<file path="config.mk">
export PLATFORM = sky130hd
export DESIGN_NAME = risc16ba_io_bridge
export DESIGN_NICKNAME = d
export VERILOG_FILES = /design/src/rtl/risc16ba_io_bridge.sv
export SDC_FILE = /design/constraint.sdc
export NUM_CORES = 1
export LEC_CHECK = 0
export CORE_MARGIN = 4
export CORE_UTILIZATION = 40
export CTS_CLUSTER_DIAMETER = 150
export DETAILED_ROUTE_END_ITERATION = 6
export HOLD_SLACK_MARGIN = 0.05
export PLACE_DENSITY = 0.74
export REMOVE_ABC_BUFFERS = 1
export SETUP_SLACK_MARGIN = 0.5
export SLEW_MARGIN = 20
export SYNTH_ARGS = -nofsm -noshare
export SYNTH_HDL_FRONTEND = slang
export SYNTH_SLANG_ARGS = --single-unit
</file>
<file path="constraint.sdc">
create_clock -name clk -period 1.7 [get_ports clk]
set_input_delay 0.34 -clock clk [delete_from_list [all_inputs] [get_ports clk]]
set_output_delay 0.34 -clock clk [all_outputs]
set_load 0.01 [all_outputs]
</file>
<file path="src/rtl/risc16ba_io_bridge.sv">
// risc16ba data-bus I/O responder at 0x0200-0x020F: LED registers, free-running timer, 8N1 UART TX.
// Define RISC16_IO_UART_EN to build the UART transmitter and its TX FIFO; otherwise uart_txd idles high.
module risc16ba_io_bridge #(
  parameter int CLKS_PER_BIT = 217,
  parameter int FIFO_DEPTH   = 8,
  parameter int TMR_PRESCALE = 25
) (
  input  logic        clk,
  input  logic        rst_n,
  input  logic [15:0] daddr,
  input  logic [15:0] ddout,
  input  logic        doe,
  input  logic        dwe0,
  input  logic        dwe1,
  output logic        io_sel,
  output logic [15:0] io_ddin,
  output logic [23:0] led,
  output logic        uart_txd
);
  localparam int PW = (TMR_PRESCALE > 1) ? $clog2(TMR_PRESCALE) : 1;
  localparam logic [PW-1:0] DIV_LAST = PW'(TMR_PRESCALE - 1);

  logic [2:0]    reg_idx;
  logic [7:0]    led0, led1, led2;
  logic [15:0]   tmr_cnt;
  logic [PW-1:0] tmr_div;
  logic [15:0]   status;
  logic          tmr_wr;
  logic          addr_unused;

  assign io_sel      = (daddr[15:4] == 12'h020);
  assign reg_idx     = daddr[3:1];
  assign addr_unused = daddr[0];
  assign tmr_wr      = io_sel && (reg_idx == 3'd2) && (dwe0 || dwe1);
  assign led         = {led2, led1, led0};

  always_ff @(posedge clk or negedge rst_n) begin
    if (!rst_n) begin
      led0 <= 8'h00;
      led1 <= 8'h00;
      led2 <= 8'h00;
    end else if (io_sel) begin
      if (reg_idx == 3'd0 && dwe1) led0 <= ddout[7:0];
      if (reg_idx == 3'd0 && dwe0) led1 <= ddout[15:8];
      if (reg_idx == 3'd1 && dwe1) led2 <= ddout[7:0];
    end
  end

  // Prescaler counts down; the timer steps when it hits zero. A write restarts both.
  always_ff @(posedge clk or negedge rst_n) begin
    if (!rst_n) begin
      tmr_cnt <= 16'h0000;
      tmr_div <= DIV_LAST;
    end else if (tmr_wr) begin
      tmr_cnt <= 16'h0000;
      tmr_div <= DIV_LAST;
    end else if (tmr_div == '0) begin
      tmr_cnt <= tmr_cnt + 16'd1;
      tmr_div <= DIV_LAST;
    end else begin
      tmr_div <= tmr_div - 1'b1;
    end
  end

`ifdef RISC16_IO_UART_EN
  // state   | meaning
  // S_IDLE  | line high, waiting for FIFO data
  // S_START | start bit (0)
  // S_DATA  | 8 data bits, LSB first
  // S_STOP  | stop bit (1); chains straight into S_START when more data waits
  localparam int AW = (FIFO_DEPTH > 1) ? $clog2(FIFO_DEPTH) : 1;
  localparam int BW = (CLKS_PER_BIT > 1) ? $clog2(CLKS_PER_BIT) : 1;
  localparam logic [AW:0]   FULL_CNT  = FIFO_DEPTH[AW:0];
  localparam logic [BW-1:0] BAUD_LAST = BW'(CLKS_PER_BIT - 1);

  typedef enum logic [1:0] {S_IDLE, S_START, S_DATA, S_STOP} tx_state_t;
  tx_state_t state_q, state_d;

  logic [7:0]    fifo_mem [FIFO_DEPTH];
  logic [AW-1:0] wr_ptr, rd_ptr;
  logic [AW:0]   fifo_cnt;
  logic          fifo_empty, fifo_full, fifo_ovf;
  logic          txd_wr, stat_wr, push_ok, pop;
  logic [BW-1:0] baud_cnt;
  logic          bit_done;
  logic [2:0]    bit_idx;
  logic [7:0]    tx_shift;
  logic          txd_q;

  assign txd_wr     = io_sel && (reg_idx == 3'd3) && dwe1;
  assign stat_wr    = io_sel && (reg_idx == 3'd4) && dwe1;
  assign fifo_empty = (fifo_cnt == '0);
  assign fifo_full  = (fifo_cnt == FULL_CNT);
  assign push_ok    = txd_wr && (!fifo_full || pop);
  assign bit_done   = (baud_cnt == '0);
  assign uart_txd   = txd_q;
  assign status     = {8'h00, 4'(fifo_cnt), fifo_ovf, fifo_full, fifo_empty, state_q != S_IDLE};

  always_ff @(posedge clk) begin
    if (push_ok) fifo_mem[wr_ptr] <= ddout[7:0];
  end

  always_ff @(posedge clk or negedge rst_n) begin
    if (!rst_n) state_q <= S_IDLE;
    else        state_q <= state_d;
  end

  always_comb begin
    state_d = state_q;
    pop     = 1'b0;
    case (state_q)
      S_IDLE:  if (!fifo_empty) begin
                 pop     = 1'b1;
                 state_d = S_START;
               end
      S_START: if (bit_done) state_d = S_DATA;
      S_DATA:  if (bit_done && bit_idx == 3'd7) state_d = S_STOP;
      S_STOP:  if (bit_done) begin
                 if (!fifo_empty) begin
                   pop     = 1'b1;
                   state_d = S_START;
                 end else begin
                   state_d = S_IDLE;
                 end
               end
      default: state_d = S_IDLE;
    endcase
  end

  // txd is registered from the current state, so the line trails the FSM by one clk.
  always_ff @(posedge clk or negedge rst_n) begin
    if (!rst_n) begin
      wr_ptr   <= '0;
      rd_ptr   <= '0;
      fifo_cnt <= '0;
      fifo_ovf <= 1'b0;
      baud_cnt <= BAUD_LAST;
      bit_idx  <= 3'd0;
      tx_shift <= 8'h00;
      txd_q    <= 1'b1;
    end else begin
      if (push_ok) wr_ptr <= wr_ptr + 1'b1;
      if (pop)     rd_ptr <= rd_ptr + 1'b1;
      if (push_ok && !pop)      fifo_cnt <= fifo_cnt + 1'b1;
      else if (!push_ok && pop) fifo_cnt <= fifo_cnt - 1'b1;
      if (txd_wr && fifo_full && !pop) fifo_ovf <= 1'b1;
      else if (stat_wr && ddout[3])    fifo_ovf <= 1'b0;
      if (pop || bit_done || state_q == S_IDLE) baud_cnt <= BAUD_LAST;
      else                                      baud_cnt <= baud_cnt - 1'b1;
      if (pop) begin
        tx_shift <= fifo_mem[rd_ptr];
        bit_idx  <= 3'd0;
      end else if (state_q == S_DATA && bit_done) begin
        tx_shift <= {1'b0, tx_shift[7:1]};
        bit_idx  <= bit_idx + 3'd1;
      end
      case (state_q)
        S_START: txd_q <= 1'b0;
        S_DATA:  txd_q <= tx_shift[0];
        default: txd_q <= 1'b1;
      endcase
    end
  end
`else
  assign uart_txd = 1'b1;
  assign status   = 16'h0002;
`endif

  always_comb begin
    io_ddin = 16'h0000;
    if (doe && io_sel) begin
      case (reg_idx)
        3'd0:    io_ddin = {led1, led0};
        3'd1:    io_ddin = {8'h00, led2};
        3'd2:    io_ddin = tmr_cnt;
        3'd4:    io_ddin = status;
        default: io_ddin = 16'h0000;
      endcase
    end
  end

endmodule

</file>
==> results.txt <==
PortBufs: 76
Boundary Pins: 79
H-tree depth: 2
Critical Path Sink Type: output port
Sequential share of the synthesized area: 0.481
Syn_area_per_cell: 10.5 µm²
Lkg Pwr: 1.88 nW
Placed inst area: 0.00345 mm²
Final hold vios: 0
Post-synth cell types: 40
Layout cell share with drive strength beyond 1: 0.555
Post-synth top cells: dfrtp_1 (43), nor2_1 (31), mux2_2 (24), a21oi_1 (13), nor3_1 (13)
Setup crit end: io_ddin[5]
GRT overflow: 0
Drc violations: 0
Worst Hold Class: input port to asynchronous set/reset pin
Status: finished, violations left
Minimum hold slack: 0.524 ns
Period utilisation layout: 1.09
Area delta synth->final: 67.2%
GPL Wtd Cong: 0.779
Post-Synthesis Cells: 223
Die Wd: 84.6 µm
Antenna violation net count after detailed routing: 0
Crit path from: daddr[4]
Ranking of synthesized cells by area: dfrtp_1 (46%), mux2_2 (12%), nor2_1 (5.0%)
Fin area: 0.00393 mm²
Place WS: -0.989 ns
Skew-Pair Late Insertion Delay: 0.30 ns
FF+latch count, synth: 45
Min Clock Period, post-route: 1.85 ns
DP Wirelength: 4.78 mm
Final Non-Filler Cells: 427
Violated checks: setup timing
Antenna violations before repair: 0
Endpoints failing setup: 21
Avg Vias per Cell: 5.23
CTS tree: yes
Clk buf depth: 2
Number of synthesized flops with an enable pin: 0
Diode count: 0
Critical Path RT: 1.36 ns
Post-synth top area cell: dfrtp_1
Die footprint: 0.00716 mm²
Pwr Total: 2.93 mW
Core box area: 0.00561 mm²
Ys flop type: dfrtp_1
Die Y: 84.6 µm
Slew Limit Fails: 0
Reg2Reg Capture Point: tmr_cnt[14]
Placed Instances: 394
R2r setup slk: -0.14 ns
Final setup TNS: -1.97 ns
Final core occ: 0.700
Routed wire per std cell: 16.3 µm
GRT Total Usage: 0.193
Clk slew on worst S/H paths: 0.09 ns
Pre-antenna DRT Iters: 4
Worst reg-to-reg path cell count: 6
Total wire length: 6.97 mm
Power per cell area: 747 mW/mm²
Vias in the first global route: 2,291
Yosys top cell area share: 0.458
WS Path Type: input port to output port
Global-route wire length before repair: 11.3 mm
Total CTS buffers: 5
Max frequency: 0.542 GHz
CTS Root Cell: clkbuf_8
Synthesized area: 0.00235 mm²
Setup ws final: -0.145 ns
Largest net degree at the start of global routing: 27
Post-synth ARST share: 1.00
Setup Skew: 0.00804 ns
Initial Utilization: 0.419
Max VDD drop: 0.000559 V
Crit-path max FO: 8
Crit path DAT: 1.51 ns
Most common cell in the synthesized netlist: dfrtp_1
Crit path launch type: input port
Nets: 393
Vias: 2,232
Max Cap Viol: 0
Std cell rows: 27
RR Startpoint: tmr_div[1]
CTS Sinks: 45
RSZ-0062 raised after global routing: yes
Yosys warns: 0
Starting DRT DRC Count: 111
state kept, by name, summed over array words and instances (netlist names):
signal	cells
led2	8
led1	8
led0	8
tmr_div	5
tmr_cnt	16
critical path: stages:
cell and delay, ns:
buf_6 0.10, nor4b_4 0.26, and3_4 0.22, o211ai_1 0.11, buf_4 0.21, nor3_2 0.11
buf_2 0.15
power breakdown:
| group | internal (mW) | total [mW] | switching (mW) |
|---|---|---|---|
| Sequential | 1.20 | 1.30 | 0.0978 |
| Combinational | 0.543 | 0.946 | 0.404 |
| Clock | 0.292 | 0.686 | 0.394 |
timing repair:
item                                    4_1_cts  5_1_grt
endpoints found under the setup margin       86       86
resized for setup                           286       26
endpoints found under the hold margin        17        0
pin swaps                                    43       13
hold buffers                                  1        0
gates cloned                                  1        0
buffers inserted                             16        7
area by class of cell:
class / instances / area (µm²)
fillers: 413 / 1680
multi-input cells: 162 / 1400
inverters: 3 / 11.3
clock buffers: 5 / 68.8
clock inverters: 3 / 21.3
repair buffers: 137 / 1200
well taps: 72 / 90.1
flip-flops and latches: 45 / 1130
cell usage in the layout (no fill, tap or decap), types with 6 or more instances in the layout:
cell	instances
mux2i_1	7
nor2_1	25
buf_6	43
a22oi_1	8
nand4_1	6
mux2_2	24
buf_2	38
nor3_2	11
a21oi_1	10
clkdlybuf4s50_1	19
buf_4	29
dfrtp_1	43
worst min-delay path by stage:
stage                   end  depth (start not counted)  start
finish              led1[5]                          2  rst_n
global route        led1[5]                          2  rst_n
CTS                 led1[5]                          2  rst_n
detailed placement  led1[5]                          1  rst_n
global placement    led1[5]                          1  rst_n
floorplan           led0[0]                          0  rst_n
routing by layer:
metal,part of all wire,track usage,vias to the layer above
met5,0,0,-
met4,0.010,0.0460,0
met3,0.051,0.0471,9
met2,0.52,0.337,52
met1,0.42,0.239,1104
li1,-,-,1067
logic make-up after synthesis:
logic type | share of synthesized area
xor gates and xnor gates | 0.0485
DFF | 0.481
muxes | 0.145
adders and majority gates | 0.0107
other | 0.00160
buffers and inverters | 0.0309
and+or+nand+nor | 0.199
AOI/OAI and AO/OA | 0.0842
(Power assumes the default switching activity.)
